`src/rtl/crdma_nd_if.sv`:
```
// Bus bundle for crdma_nd: descriptor/start handshake, per-bank address
// and read-return channels, and the merged output stream.
interface crdma_nd_if #(
  parameter int AW  = 14,
  parameter int DW  = 64,
  parameter int NCH = 2,
  parameter int CW  = $clog2(NCH),
  parameter int S0W = 7,
  parameter int S1W = 5,
  parameter int S2W = 5,
  parameter int STW = 8
);
  logic [AW-1:0]     desc_base;
  logic [S0W-1:0]    desc_size0;
  logic [S1W-1:0]    desc_size1;
  logic [S2W-1:0]    desc_size2;
  logic [STW-1:0]    desc_step0;
  logic [STW-1:0]    desc_step1;
  logic [STW-1:0]    desc_step2;
  logic [CW-1:0]     desc_bank;
  logic              desc_ilv;
  logic              start_valid;
  logic              start_ready;
  logic              busy;
  logic              done;
  logic [NCH*AW-1:0] ifm_addr;
  logic [NCH-1:0]    ifm_addr_first;
  logic [NCH-1:0]    ifm_addr_last;
  logic [NCH-1:0]    ifm_addr_valid;
  logic [NCH-1:0]    ifm_addr_ready;
  logic [NCH*DW-1:0] crdma_m_data;
  logic [NCH-1:0]    crdma_m_valid;
  logic [NCH-1:0]    crdma_m_ready;
  logic [DW-1:0]     crdma_s_data;
  logic              crdma_s_first;
  logic              crdma_s_last;
  logic              crdma_s_valid;
  logic              crdma_s_ready;
  logic              crdma_s_first_pre;

  modport master (
    input  desc_base, desc_size0, desc_size1, desc_size2,
           desc_step0, desc_step1, desc_step2, desc_bank, desc_ilv,
           start_valid, ifm_addr_ready, crdma_m_data, crdma_m_valid, crdma_s_ready,
    output start_ready, busy, done, ifm_addr, ifm_addr_first, ifm_addr_last,
           ifm_addr_valid, crdma_m_ready, crdma_s_data, crdma_s_first,
           crdma_s_last, crdma_s_valid, crdma_s_first_pre
  );

  modport slave (
    output desc_base, desc_size0, desc_size1, desc_size2,
           desc_step0, desc_step1, desc_step2, desc_bank, desc_ilv,
           start_valid, ifm_addr_ready, crdma_m_data, crdma_m_valid, crdma_s_ready,
    input  start_ready, busy, done, ifm_addr, ifm_addr_first, ifm_addr_last,
           ifm_addr_valid, crdma_m_ready, crdma_s_data, crdma_s_first,
           crdma_s_last, crdma_s_valid, crdma_s_first_pre
  );
endinterface

```
`src/rtl/crdma_nd.sv`:
```
// 3-D read DMA front end: walks a descriptor's address pattern over NCH banks
// and merges the bank returns back into issue order via a tag FIFO.
module crdma_nd #(
  parameter int AW  = 14,
  parameter int DW  = 64,
  parameter int NCH = 2,
  parameter int CW  = $clog2(NCH),
  parameter int S0W = 7,
  parameter int S1W = 5,
  parameter int S2W = 5,
  parameter int STW = 8,
  parameter int OFD = 8
) (
  input  logic       clk,
  input  logic       rst,
  crdma_nd_if.master bus
);
  localparam logic [1:0] S_IDLE  = 2'd0;
  localparam logic [1:0] S_RUN   = 2'd1;
  localparam logic [1:0] S_DRAIN = 2'd2;
  localparam int FW = CW + 2;
  localparam int PW = $clog2(OFD);

  logic [1:0]     state;
  logic [S0W-1:0] i0, size0_r;
  logic [S1W-1:0] i1, size1_r;
  logic [S2W-1:0] i2, size2_r;
  logic [STW-1:0] step0_r, step1_r, step2_r;
  logic [CW-1:0]  bank_r;
  logic           ilv_r;
  logic [AW-1:0]  addr, row, plane;
  logic [AW-1:0]  row_next, plane_next;

  logic [FW-1:0]  fifo_mem [OFD];
  logic [PW:0]    wr_ptr, rd_ptr, occ;
  logic           fifo_empty, fifo_full;

  logic [CW-1:0]  sel;
  logic           is_first, is_last, issue_vld, push;
  logic [FW-1:0]  head;
  logic [CW-1:0]  head_bank;
  logic           out_free, pull_rdy, pop;
  logic [DW-1:0]  head_data;

  logic [DW-1:0]  out_data_p1;
  logic           out_first_p1, out_last_p1, vld_p1;

  assign occ        = wr_ptr - rd_ptr;
  assign fifo_empty = (wr_ptr == rd_ptr);
  assign fifo_full  = occ[PW];

  assign sel        = ilv_r ? addr[CW-1:0] : bank_r;
  assign is_first   = (i0 == '0) && (i1 == '0) && (i2 == '0);
  assign is_last    = (i0 == size0_r) && (i1 == size1_r) && (i2 == size2_r);
  // No push-on-pop bypass: a full FIFO blocks issue even if it drains this cycle.
  assign issue_vld  = (state == S_RUN) && !fifo_full;
  assign push       = issue_vld && bus.ifm_addr_ready[sel];

  assign row_next   = row + AW'(step1_r);
  assign plane_next = plane + AW'(step2_r);

  assign head       = fifo_mem[rd_ptr[PW-1:0]];
  assign head_bank  = head[FW-1:2];
  assign head_data  = bus.crdma_m_data[head_bank*DW +: DW];
  assign out_free   = !vld_p1 || bus.crdma_s_ready;
  assign pull_rdy   = !fifo_empty && out_free;
  assign pop        = pull_rdy && bus.crdma_m_valid[head_bank];

  assign bus.start_ready       = (state == S_IDLE);
  assign bus.busy              = (state != S_IDLE);
  assign bus.crdma_s_first_pre = issue_vld && is_first;
  assign bus.crdma_s_data      = out_data_p1;
  assign bus.crdma_s_first     = out_first_p1;
  assign bus.crdma_s_last      = out_last_p1;
  assign bus.crdma_s_valid     = vld_p1;

  always_comb begin
    bus.ifm_addr       = '0;
    bus.ifm_addr_first = '0;
    bus.ifm_addr_last  = '0;
    bus.ifm_addr_valid = '0;
    bus.crdma_m_ready  = '0;
    for (int b = 0; b < NCH; b++) begin
      if (issue_vld && (sel == CW'(b))) begin
        bus.ifm_addr[b*AW +: AW] = addr;
        bus.ifm_addr_first[b]    = is_first;
        bus.ifm_addr_last[b]     = is_last;
        bus.ifm_addr_valid[b]    = 1'b1;
      end
      if (pull_rdy && (head_bank == CW'(b))) bus.crdma_m_ready[b] = 1'b1;
    end
  end

  // Control: FSM, walk counters, FIFO pointers, output stage valid
  always_ff @(posedge clk or posedge rst) begin
    if (rst) begin
      state        <= S_IDLE;
      i0           <= '0;
      i1           <= '0;
      i2           <= '0;
      wr_ptr       <= '0;
      rd_ptr       <= '0;
      bus.done     <= 1'b0;
      vld_p1       <= 1'b0;
      out_first_p1 <= 1'b0;
      out_last_p1  <= 1'b0;
      out_data_p1  <= '0;
    end else begin
      bus.done <= 1'b0;
      case (state)
        S_IDLE: begin
          if (bus.start_valid) begin
            state <= S_RUN;
            i0    <= '0;
            i1    <= '0;
            i2    <= '0;
          end
        end
        S_RUN: begin
          if (push) begin
            if (i0 != size0_r) begin
              i0 <= i0 + 1'b1;
            end else if (i1 != size1_r) begin
              i0 <= '0;
              i1 <= i1 + 1'b1;
            end else if (i2 != size2_r) begin
              i0 <= '0;
              i1 <= '0;
              i2 <= i2 + 1'b1;
            end else begin
              state <= S_DRAIN;
            end
          end
        end
        S_DRAIN: begin
          if (fifo_empty && !vld_p1) begin
            bus.done <= 1'b1;
            state    <= S_IDLE;
          end
        end
        default: state <= S_IDLE;
      endcase

      if (push) wr_ptr <= wr_ptr + 1'b1;
      if (pop)  rd_ptr <= rd_ptr + 1'b1;

      // Stage p1: registered merged output, held under backpressure
      if (pop) begin
        vld_p1       <= 1'b1;
        out_data_p1  <= head_data;
        out_first_p1 <= head[1];
        out_last_p1  <= head[0];
      end else if (bus.crdma_s_ready) begin
        vld_p1 <= 1'b0;
      end
    end
  end

  // Datapath: descriptor latch and address walk registers
  always_ff @(posedge clk) begin
    if ((state == S_IDLE) && bus.start_valid) begin
      size0_r <= bus.desc_size0;
      size1_r <= bus.desc_size1;
      size2_r <= bus.desc_size2;
      step0_r <= bus.desc_step0;
      step1_r <= bus.desc_step1;
      step2_r <= bus.desc_step2;
      bank_r  <= bus.desc_bank;
      ilv_r   <= bus.desc_ilv;
      addr    <= bus.desc_base;
      row     <= bus.desc_base;
      plane   <= bus.desc_base;
    end else if (push) begin
      if (i0 != size0_r) begin
        addr <= addr + AW'(step0_r);
      end else if (i1 != size1_r) begin
        row  <= row_next;
        addr <= row_next;
      end else if (i2 != size2_r) begin
        plane <= plane_next;
        row   <= plane_next;
        addr  <= plane_next;
      end
    end
  end

  always_ff @(posedge clk) begin
    if (push) fifo_mem[wr_ptr[PW-1:0]] <= {sel, is_first, is_last};
  end
endmodule

```
`src/flat_wrapper.sv`:
```
// flat-port wrapper written by rule: the top's interface ports become plain ports
module crdma_nd_flat 
#(
  parameter int AW  = 14,
  parameter int DW  = 64,
  parameter int NCH = 2,
  parameter int CW  = $clog2(NCH),
  parameter int S0W = 7,
  parameter int S1W = 5,
  parameter int S2W = 5,
  parameter int STW = 8,
  parameter int OFD = 8
)
  (clk, rst, bus_desc_base, bus_desc_size0, bus_desc_size1, bus_desc_size2, bus_desc_step0, bus_desc_step1, bus_desc_step2, bus_desc_bank, bus_desc_ilv, bus_start_valid, bus_ifm_addr_ready, bus_crdma_m_data, bus_crdma_m_valid, bus_crdma_s_ready, bus_start_ready, bus_busy, bus_done, bus_ifm_addr, bus_ifm_addr_first, bus_ifm_addr_last, bus_ifm_addr_valid, bus_crdma_m_ready, bus_crdma_s_data, bus_crdma_s_first, bus_crdma_s_last, bus_crdma_s_valid, bus_crdma_s_first_pre);
  crdma_nd_if #(.AW(AW), .DW(DW), .NCH(NCH), .CW(CW), .S0W(S0W), .S1W(S1W), .S2W(S2W), .STW(STW)) bus_i ();
  input  logic clk;
  input  logic rst;
  input wire logic [$bits(bus_i.desc_base)-1:0] bus_desc_base;
  input wire logic [$bits(bus_i.desc_size0)-1:0] bus_desc_size0;
  input wire logic [$bits(bus_i.desc_size1)-1:0] bus_desc_size1;
  input wire logic [$bits(bus_i.desc_size2)-1:0] bus_desc_size2;
  input wire logic [$bits(bus_i.desc_step0)-1:0] bus_desc_step0;
  input wire logic [$bits(bus_i.desc_step1)-1:0] bus_desc_step1;
  input wire logic [$bits(bus_i.desc_step2)-1:0] bus_desc_step2;
  input wire logic [$bits(bus_i.desc_bank)-1:0] bus_desc_bank;
  input wire logic [$bits(bus_i.desc_ilv)-1:0] bus_desc_ilv;
  input wire logic [$bits(bus_i.start_valid)-1:0] bus_start_valid;
  input wire logic [$bits(bus_i.ifm_addr_ready)-1:0] bus_ifm_addr_ready;
  input wire logic [$bits(bus_i.crdma_m_data)-1:0] bus_crdma_m_data;
  input wire logic [$bits(bus_i.crdma_m_valid)-1:0] bus_crdma_m_valid;
  input wire logic [$bits(bus_i.crdma_s_ready)-1:0] bus_crdma_s_ready;
  output wire logic [$bits(bus_i.start_ready)-1:0] bus_start_ready;
  output wire logic [$bits(bus_i.busy)-1:0] bus_busy;
  output wire logic [$bits(bus_i.done)-1:0] bus_done;
  output wire logic [$bits(bus_i.ifm_addr)-1:0] bus_ifm_addr;
  output wire logic [$bits(bus_i.ifm_addr_first)-1:0] bus_ifm_addr_first;
  output wire logic [$bits(bus_i.ifm_addr_last)-1:0] bus_ifm_addr_last;
  output wire logic [$bits(bus_i.ifm_addr_valid)-1:0] bus_ifm_addr_valid;
  output wire logic [$bits(bus_i.crdma_m_ready)-1:0] bus_crdma_m_ready;
  output wire logic [$bits(bus_i.crdma_s_data)-1:0] bus_crdma_s_data;
  output wire logic [$bits(bus_i.crdma_s_first)-1:0] bus_crdma_s_first;
  output wire logic [$bits(bus_i.crdma_s_last)-1:0] bus_crdma_s_last;
  output wire logic [$bits(bus_i.crdma_s_valid)-1:0] bus_crdma_s_valid;
  output wire logic [$bits(bus_i.crdma_s_first_pre)-1:0] bus_crdma_s_first_pre;
  assign bus_i.desc_base = bus_desc_base;
  assign bus_i.desc_size0 = bus_desc_size0;
  assign bus_i.desc_size1 = bus_desc_size1;
  assign bus_i.desc_size2 = bus_desc_size2;
  assign bus_i.desc_step0 = bus_desc_step0;
  assign bus_i.desc_step1 = bus_desc_step1;
  assign bus_i.desc_step2 = bus_desc_step2;
  assign bus_i.desc_bank = bus_desc_bank;
  assign bus_i.desc_ilv = bus_desc_ilv;
  assign bus_i.start_valid = bus_start_valid;
  assign bus_i.ifm_addr_ready = bus_ifm_addr_ready;
  assign bus_i.crdma_m_data = bus_crdma_m_data;
  assign bus_i.crdma_m_valid = bus_crdma_m_valid;
  assign bus_i.crdma_s_ready = bus_crdma_s_ready;
  assign bus_start_ready = bus_i.start_ready;
  assign bus_busy = bus_i.busy;
  assign bus_done = bus_i.done;
  assign bus_ifm_addr = bus_i.ifm_addr;
  assign bus_ifm_addr_first = bus_i.ifm_addr_first;
  assign bus_ifm_addr_last = bus_i.ifm_addr_last;
  assign bus_ifm_addr_valid = bus_i.ifm_addr_valid;
  assign bus_crdma_m_ready = bus_i.crdma_m_ready;
  assign bus_crdma_s_data = bus_i.crdma_s_data;
  assign bus_crdma_s_first = bus_i.crdma_s_first;
  assign bus_crdma_s_last = bus_i.crdma_s_last;
  assign bus_crdma_s_valid = bus_i.crdma_s_valid;
  assign bus_crdma_s_first_pre = bus_i.crdma_s_first_pre;
  crdma_nd #(.AW(AW), .DW(DW), .NCH(NCH), .CW(CW), .S0W(S0W), .S1W(S1W), .S2W(S2W), .STW(STW), .OFD(OFD)) u_core (.clk(clk), .rst(rst), .bus(bus_i));
endmodule
```
`config.mk`:
```
export PLATFORM = sky130hd
export DESIGN_NAME = crdma_nd_flat
export DESIGN_NICKNAME = d
export VERILOG_FILES = /design/src/rtl/crdma_nd_if.sv /design/src/rtl/crdma_nd.sv /design/src/flat_wrapper.sv
export SDC_FILE = /design/constraint.sdc
export NUM_CORES = 1
export LEC_CHECK = 0
export BUFFER_PORTS_ARGS = -buffer_cell sky130_fd_sc_hd__buf_4
export CORE_MARGIN = 5
export CORE_UTILIZATION = 25
export CTS_CLUSTER_SIZE = 30
export DETAILED_ROUTE_END_ITERATION = 10
export GPL_ROUTABILITY_DRIVEN = 1
export HOLD_SLACK_MARGIN = 0.06
export PLACE_DENSITY = 0.53
export SYNTH_ARGS = -nofsm -noshare
export SYNTH_HDL_FRONTEND = slang
export SYNTH_SLANG_ARGS = --single-unit
```
`constraint.sdc`:
```
create_clock -name clk -period 8.4 [get_ports clk]
set_input_delay 1.68 -clock clk [delete_from_list [all_inputs] [get_ports clk]]
set_output_delay 1.68 -clock clk [all_outputs]
set_load 0.03 [all_outputs]
```
==> metrics, run 1 <==
antenna violations before repair 1; post-cts resize count 0; clk sinks 204; Root Driver clkbuf_16; clock slew seen by the registers of the worst setup and hold paths 0.06 ns; Final nets 1471; minimum clock period 4.871 ns; Synth Cell Area 0.01046 mm2; setup TNS 0 ns; power density over cell area 379.0 mW/mm2; Final setup viols 0; TritonCTS clock tree built; CP max-delay cell dfrtp_1; Chip Height 214.6 um; Fmax 0.2053 GHz; max_slew headroom 29.52%; leakage 0.006102 uW; critical path class flip-flop to output pin; share of the yosys chip area belonging to registers 54.01%; core footprint 0.04167 mm2; crit path launch type flip-flop; area leader, netlist edfxtp_1; CP bufs+invs 3; clock buffer count from CTS 25; DRT iter0 DRCs 353; Yosys reg bits 204; CTS H-tree lvls 1; share of cells above drive strength 1 30.21%; DP Wirelength 24.59 mm; max-slew violations 0; I/O pins 300; crit path DAT 3.19 ns; PortBufs 299; final hold vios 0; Critical Path Sink Type output pin; Syn Inst Count 943; Crit path largest cell delay 0.55 ns; gr ovfl total 0; DRC viols 0; number of buffers inserted by hold repair at cts 0; FILL cells 4200; Place WS 4.058 ns; die area 0.04604 mm2; ANT cells 0; WP data required 6.72 ns; Least-Margin Pin Slew 1.057 ns; Final Util 33.95%; synth warn 0; DIE WIDTH 214.6 um; RePlAce Congestion 0.8926; Post-synth EDFFs 109; via count 8091; clk buf depth 3; largest net degree at the start of global routing 79; RSZ-0062 raised after global routing false; drt first pass iters 5; number of routed nets with antenna violations 0; Worst Hold Class flip-flop to flip-flop; maximum VDD drop 270.2 uV; clock latency on the worst-skew pair 0.53 ns; fin worst setup slack 3.529 ns; Area Overhead vs Synth 35.21%; Initial Util 25.11%; vias in the first global route 8206; Cell Chain, Critical Path inv_1 > ha_1 > and3b_1 > nor2_1 > xnor2_1 > nor3_2 > buf_4 > nor2b_1 > buf_4; outcome complete, no violations; period utilisation layout 57.99%; Syn Nets 1174; Via density 4.503; top cell types by occurrence after synthesis 115 x nor2_1, 109 x edfxtp_1, 105 x a21oi_1, 95 x dfrtp_1, 74 x mux2i_1; Post CTS Setup Buffer Count 0; Total GRT Usage 13.18%; CP top delay family simple AND/OR/NAND/NOR gates; post-synth top area share 31.28%; most common cell in the netlist nor2_1; routed wire length 31.25 mm; crit-path most repeated cell buf_4; Clock Skew 0.008165 ns; first-pass GRT wire length 48.93 mm; Syn Area/Cell 11.09 um2; Yosys cell types 55; max cap viols 0; CP max FO 9; most area-consuming cells after synthesis edfxtp_1 31%, dfrtp_1 23%, mux2i_1 7.1%; wire per inst 17.39 um; post-synthesis async set-or-reset flop share 46.57%; ys flop type edfxtp_1; std cell rows 75
## report_power, final
part	internal [uW]	leakage (uW)	switching [uW]	total, uW
clock network	667	0.000403	421	1090
logic	1050	0.00362	1640	2700
registers	1370	0.00208	211	1580
total	3080	0.00610	2280	5360
## final cells by class
type                       instances  area, um2  area share, %
timing repair buffer             312       2342          16.56
inverter                          20      77.57         0.5484
multi-input combinational        677       4577          32.35
clock inverter                    16      183.9          1.300
sequential                       204       5650          39.94
clock buffer                      29      640.6          4.529
tap                              539      674.4          4.767
## state kept, by name, summed over array words and instances, names as in the netlist, 7 cells and up
| signal | count |
|---|---|
| u_core.bus.crdma_s_data | 64 |
| u_core.fifo_mem | 24 |
| u_core.addr | 14 |
| u_core.plane | 14 |
| u_core.row | 14 |
| u_core.step0_r | 8 |
| u_core.step1_r | 8 |
| u_core.step2_r | 8 |
| u_core.i0 | 7 |
| u_core.size0_r | 7 |
## cell usage in the layout, fill, tap and decap left out, drive strengths merged, types with 8 or more instances in the layout
cell / netlist / layout
mux2: 10 / 10
nand4: 8 / 8
nand3: 22 / 22
and2: 30 / 30
xnor2: 34 / 34
inv: 20 / 21
xor2: 27 / 27
nor2: 115 / 115
o21ai: 37 / 37
nor3: 9 / 9
clkinv: 0 / 11
clkbuf: 18 / 29
nand2: 63 / 63
buf: 24 / 312
mux2i: 74 / 74
ha: 35 / 35
a21o: 13 / 13
a31oi: 10 / 10
a21oi: 105 / 105
edfxtp: 109 / 109
dfrtp: 95 / 95
## routing by layer
| layer | GRT usage [%] | vias to the layer above | wire, um |
|---|---|---|---|
| li1 | - | 4001 | - |
| met2 | 21.96 | 291 | 14630 |
| met4 | 3.371 | 0 | 667 |
| met5 | 0 | - | 0 |
| met3 | 3.459 | 36 | 2251 |
| met1 | 17.14 | 3763 | 13700 |
## path summary, 6_finish.rpt
check | from | to | slack, ns | cells past startpoint
max | u_core.rd_ptr[1] | bus_ifm_addr_last[0] | 3.53 | 9
min | u_core.wr_ptr[3] | u_core.wr_ptr[3] | 0.49 | 1
max reg2reg | u_core.rd_ptr[1] | u_core.row[13] | 4.91 | 8
min reg2reg | u_core.wr_ptr[3] | u_core.wr_ptr[3] | 0.49 | 1
max in group asynchronous | rst | u_core.bus.crdma_s_data[15] | 6.05 | 3
min in group asynchronous | rst | u_core.bus.crdma_s_data[47] | 1.22 | 2
## cells by family (layout without fill, tap and decap cells)
| kind of cell | count (synthesis) | after routing | share of synthesized area, % |
|---|---|---|---|
| buffers and inverters | 62 | 377 | 2.595 |
| and+or+nand+nor | 288 | 288 | 13.09 |
| xor gates and xnor gates | 61 | 61 | 5.107 |
| AOI/OAI and AO/OA | 200 | 200 | 10.99 |
| DFF | 204 | 204 | 54.01 |
| adders and majority gates | 38 | 38 | 4.760 |
| muxes | 90 | 90 | 9.448 |
## per-stage QoR
| step | hold slack (ns) | total power, uW | area [um2] | cells |
|---|---|---|---|---|
| after floorplan | 0.4617 | 3361 | 10460 | 943 |
| after CTS | 0.4884 | 5448 | 14150 | 1797 |
| final | 0.4863 | 5361 | 14150 | 1797 |
| after global placement | 0.4765 | 4304 | 13320 | 1752 |
| after detailed placement | 0.4792 | 4333 | 13320 | 1752 |
| after global routing | 0.5021 | 5717 | 14150 | 1797 |
## worst register-to-register path: cells and delay by family, from the launching register on
family	cells	cell delay, ns
fa+ha+maj	1	0.32
flops	1	0.55
buf+inv	2	0.62
compound gates	4	1.41
simple gates	1	0.22
No activity file was read; power rests on OpenSTA's default activity.
==> run 2, diff against run 1 <==
Clock period 8.4 ns to 4.8 ns, I/O delays scaled along.
==> run 2 against run 1 <==
  * Clock power grew 64%
  * Hold slack gained 0.0084 ns
  * Largest cell class unchanged
  * Wire length grew 1.8%
  * Largest power group unchanged
  * Sequential share of layout area grew 0.16 points
  * Critical path depth is the same
==> metrics, run 2 (synthesis results as in run 1) <==
TritonCTS clock tree built; RR Startpoint u_core.addr[0]; critical path class flip-flop to output pin; CP top delay family simple AND/OR/NAND/NOR gates; Reg area 0.005650 mm2; Cell Chain, Critical Path inv_1 > ha_1 > and3b_1 > nor2_1 > xnor2_1 > nor3_2 > buf_4 > nor2b_1 > buf_4; final hold vios 0; DP Wirelength 24.95 mm; core footprint 0.04167 mm2; Critical Path Sink Type output pin; fin worst setup slack 0.5945 ns; share of cells above drive strength 1 30.10%; RSZ-0062 raised after global routing false; Final nets 1469; Worst Hold Class flip-flop to flip-flop; number of buffers inserted by hold repair at cts 0; met1 usage 17.20%; vias in the first global route 8246; clock buffer count from CTS 25; leakage 0.006078 uW; first-pass GRT wire length 49.00 mm; Chip Height 214.6 um; r2r worst-path depth 7; CP bufs+invs 3; clock slew seen by the registers of the worst setup and hold paths 0.06 ns; Clock Skew 0.01834 ns; FILL cells 4173; Hold Path Stages 1; Fmax 0.2378 GHz; max cap viols 0; tightest hold margin 0.4946 ns; setup TNS 0 ns; CTS H-tree lvls 1; Place WS 1.142 ns; maximum VDD drop 485.3 uV; I/O pins 300; minimum clock period 4.206 ns; Area Overhead vs Synth 34.67%; DIE WIDTH 214.6 um; Crit path largest cell delay 0.54 ns; DRC viols 0; outcome complete, no violations; multi-input logic area 0.004571 mm2; post-cts resize count 0; commonest cells after routing, fill and taps aside 309 x buf_4, 114 x nor2_1, 109 x edfxtp_1, 105 x a21oi_1, 95 x dfrtp_1; Initial Util 25.11%; clk buf depth 3; Total GRT Usage 13.24%; max-slew violations 0; clock latency on the worst-skew pair 0.54 ns; PortBufs 299; std cell rows 75; Final setup viols 0; antenna violations before repair 0; met3 Use GR 3.812%; most common cell after layout, fill and taps aside buf_4; last element of the critical path bus_ifm_addr_last[1]; crit path launch type flip-flop; CP max FO 9; drt first pass iters 5; die area 0.04604 mm2; Via density 4.526; clk sinks 204; Worst R2R End u_core.row[9]; DRT iter0 DRCs 397; largest net degree at the start of global routing 129; ANT cells 0; gr busiest metal met2; WP data required 3.84 ns; RePlAce Congestion 0.8760; Largest register FFs 64; routed wire length 31.81 mm; critical path depth 9; gr ovfl total 0; Post CTS Setup Buffer Count 0; CP max-delay cell dfrtp_1; crit path DAT 3.25 ns; Reg2Reg Setup Slack 1.20 ns; wire per inst 17.72 um; M2 GR Usage 21.38%; period utilisation layout 87.62%; Least-Margin Pin Slew 1.066 ns; number of routed nets with antenna violations 0; via count 8125; power density over cell area 657.7 mW/mm2; crit path from u_core.rd_ptr[1]; max_slew headroom 28.91%; crit-path most repeated cell buf_4; Root Driver clkbuf_16
==> run 2: final cells by class <==
cell class / count / share of cell area [%]
clock buffers: 38 / 5.222
repair buffers: 310 / 16.61
flip-flops and latches: 204 / 40.10
inverters: 20 / 0.5506
multi-input cells: 677 / 32.44
clock inverters: 7 / 0.2930
well taps: 539 / 4.786
==> run 2: how the worst min path moves through the flow <==
stage,startpoint,to,slack [ns]
floorplan,u_core.wr_ptr[3],u_core.wr_ptr[3],0.46
CTS,u_core.wr_ptr[3],u_core.wr_ptr[3],0.49
global route,u_core.rd_ptr[3],u_core.rd_ptr[3],0.50
global placement,u_core.wr_ptr[3],u_core.wr_ptr[3],0.47
detailed placement,u_core.wr_ptr[3],u_core.wr_ptr[3],0.48
finish,u_core.wr_ptr[3],u_core.wr_ptr[3],0.49
==> run 2: where the power goes <==
group          switching, uW  internal (uW)
logic                   2870           1840
registers                373           2390
clock network            736           1050
total                   3980           5290
==> run 2: layer usage <==
layer	routed length, um	share of wire, %
met1	13830	43
met2	14540	46
met3	2480	7.8
met4	967	3.0
met5	0	0
==> run 2: metrics by stage <==
stage	cell area [um2]	cells	power, uW	util (%)
after global routing	14090	1795	9854	33.82
final	14090	1795	9266	33.82
after CTS	14090	1795	9417	33.82
after detailed placement	13310	1750	7576	31.95
after floorplan	10460	943	5882	-
after global placement	13310	1750	7530	31.95
==> run 3, diff against run 2 <==
Settings changed: CORE_ASPECT_RATIO from default to 1.5, SLEW_MARGIN from default to 30.
==> run 3 against run 2 <==
  * Via count increased by 1.4%
  * Utilization grew 0.22 points
  * Flip-flop and latch count is the same
  * Highest routed layer unchanged
  * Largest cell class unchanged
  * Critical path type unchanged
  * Critical path depth stayed put
==> metrics, run 3 (synthesis results as in run 1) <==
most common cell after layout, fill and taps aside buf_4; RePlAce Congestion 0.8546; Min-Delay Startpoint u_core.wr_ptr[3]; Area Overhead vs Synth 34.08%; r2r worst-path depth 8; maximum VDD drop 604.1 uV; Min-Delay Endpoint u_core.wr_ptr[3]; max cap viols 0; clk sinks 204; number of buffers inserted by hold repair at cts 0; Final setup viols 0; power density over cell area 650.4 mW/mm2; Hold Path Stages 1; DRT iter0 DRCs 387; Post CTS Setup Buffer Count 0; Critical Path Sink Type output pin; Largest register FFs 64; RR Startpoint u_core.rd_ptr[1]; leakage 0.006031 uW; critical path class flip-flop to output pin; number of routed nets with antenna violations 0; DIE WIDTH 177.0 um; share of cells above drive strength 1 29.74%; vias in the first global route 8494; outcome complete, no violations; ANT cells 0; final hold vios 0; first-pass GRT wire length 49.33 mm; Total GRT Usage 13.61%; largest net degree at the start of global routing 129; crit path launch type flip-flop; via count 8239; drt first pass iters 4; post-cts resize count 0; routed wire length 33.33 mm; PortBufs 299; commonest cells after routing, fill and taps aside 309 x buf_4, 114 x nor2_1, 109 x edfxtp_1, 105 x a21oi_1, 95 x dfrtp_1; antenna violations before repair 0; RSZ-0062 raised after global routing false; clock buffer count from CTS 22; minimum clock period 3.830 ns; CP bufs+invs 3; final total power 9125 uW; core footprint 0.04122 mm2; CTS H-tree lvls 1; DP Wirelength 25.98 mm; max_slew headroom 40.95%; Cell Chain, Critical Path inv_1 > ha_1 > and3b_1 > nor2_1 > xnor2_1 > nor3_1 > buf_4 > nor2b_1 > buf_4; CP top delay family simple AND/OR/NAND/NOR gates; Clock Skew 0.02156 ns; Worst R2R End u_core.row[1]; TritonCTS clock tree built; period utilisation layout 79.79%; Reg2Reg Setup Slack 1.43 ns; gr ovfl total 0; setup TNS 0 ns; Least-Margin Pin Slew 0.8835 ns; std cell rows 91; CP max-delay cell dfrtp_1; crit-path most repeated cell buf_4; Chip Height 260.6 um; clock latency on the worst-skew pair 0.53 ns; max-slew violations 0; Crit path largest cell delay 0.56 ns; CP max FO 15; Fmax 0.2611 GHz; wire per inst 18.42 um; DRC viols 0; die area 0.04613 mm2; clock slew seen by the registers of the worst setup and hold paths 0.06 ns; I/O pins 300; Final nets 1466; Via density 4.554; Root Driver clkbuf_16; Worst Hold Class flip-flop to flip-flop; Initial Util 25.38%; crit path DAT 2.87 ns; WP data required 3.84 ns; clk buf depth 3
[run 3: layer usage]
metal | GRT usage, % | wire [um]
met1 | 14.89 | 12290
met4 | 4.516 | 980
met2 | 25.51 | 16910
met3 | 3.318 | 3152
met5 | 0 | 0
[run 3: worst max-delay path by stage]
stage                           from                    to  cells after the start
floorplan           u_core.rd_ptr[1]      bus_ifm_addr[10]                      9
global placement    u_core.rd_ptr[1]         u_core.row[2]                      8
detailed placement  u_core.rd_ptr[1]         u_core.row[0]                      8
CTS                 u_core.rd_ptr[1]  bus_ifm_addr_last[0]                      9
global route        u_core.rd_ptr[1]  bus_ifm_addr_last[0]                      9
finish              u_core.rd_ptr[1]  bus_ifm_addr_last[1]                      9
[run 3: worst reg2reg max path, cell delays in order (launching register included)]
cell	delay, ns
dfrtp_1	0.56
inv_1	0.11
ha_1	0.31
and3b_1	0.23
o211a_1	0.25
o21ai_1	0.45
a21oi_1	0.07
o21ai_0	0.52
inv_1	0.49
[run 3: where the power goes]
| part | switching, uW | leakage [uW] | internal, uW |
|---|---|---|---|
| combinational | 2850 | 0.00361 | 1830 |
| sequential | 388 | 0.00208 | 2390 |
| clock | 710 | 0.000341 | 953 |
[run 3: final cells by class]
type                    count  area (um2)
clock buffers              33       621.8
multi-input cells         677        4567
inverters                  20       77.57
fillers                  4220       27190
repair buffers            310        2340
well taps                 558       698.2
clock inverters             7       73.82
flip-flops and latches    204        5650
[run 3: through the flow]
stage	hold WS (ns)	instance area (um2)	utilization [%]	instances	setup slack, ns
detailed placement	0.4853	13330	32.35	1769	1.460
global placement	0.4826	13330	32.33	1769	1.524
CTS	0.4968	14030	34.04	1809	0.9636
floorplan	0.4617	10460	-	943	1.246
finish	0.4880	14030	34.04	1809	0.9700
global route	0.5135	14030	34.04	1809	0.7731
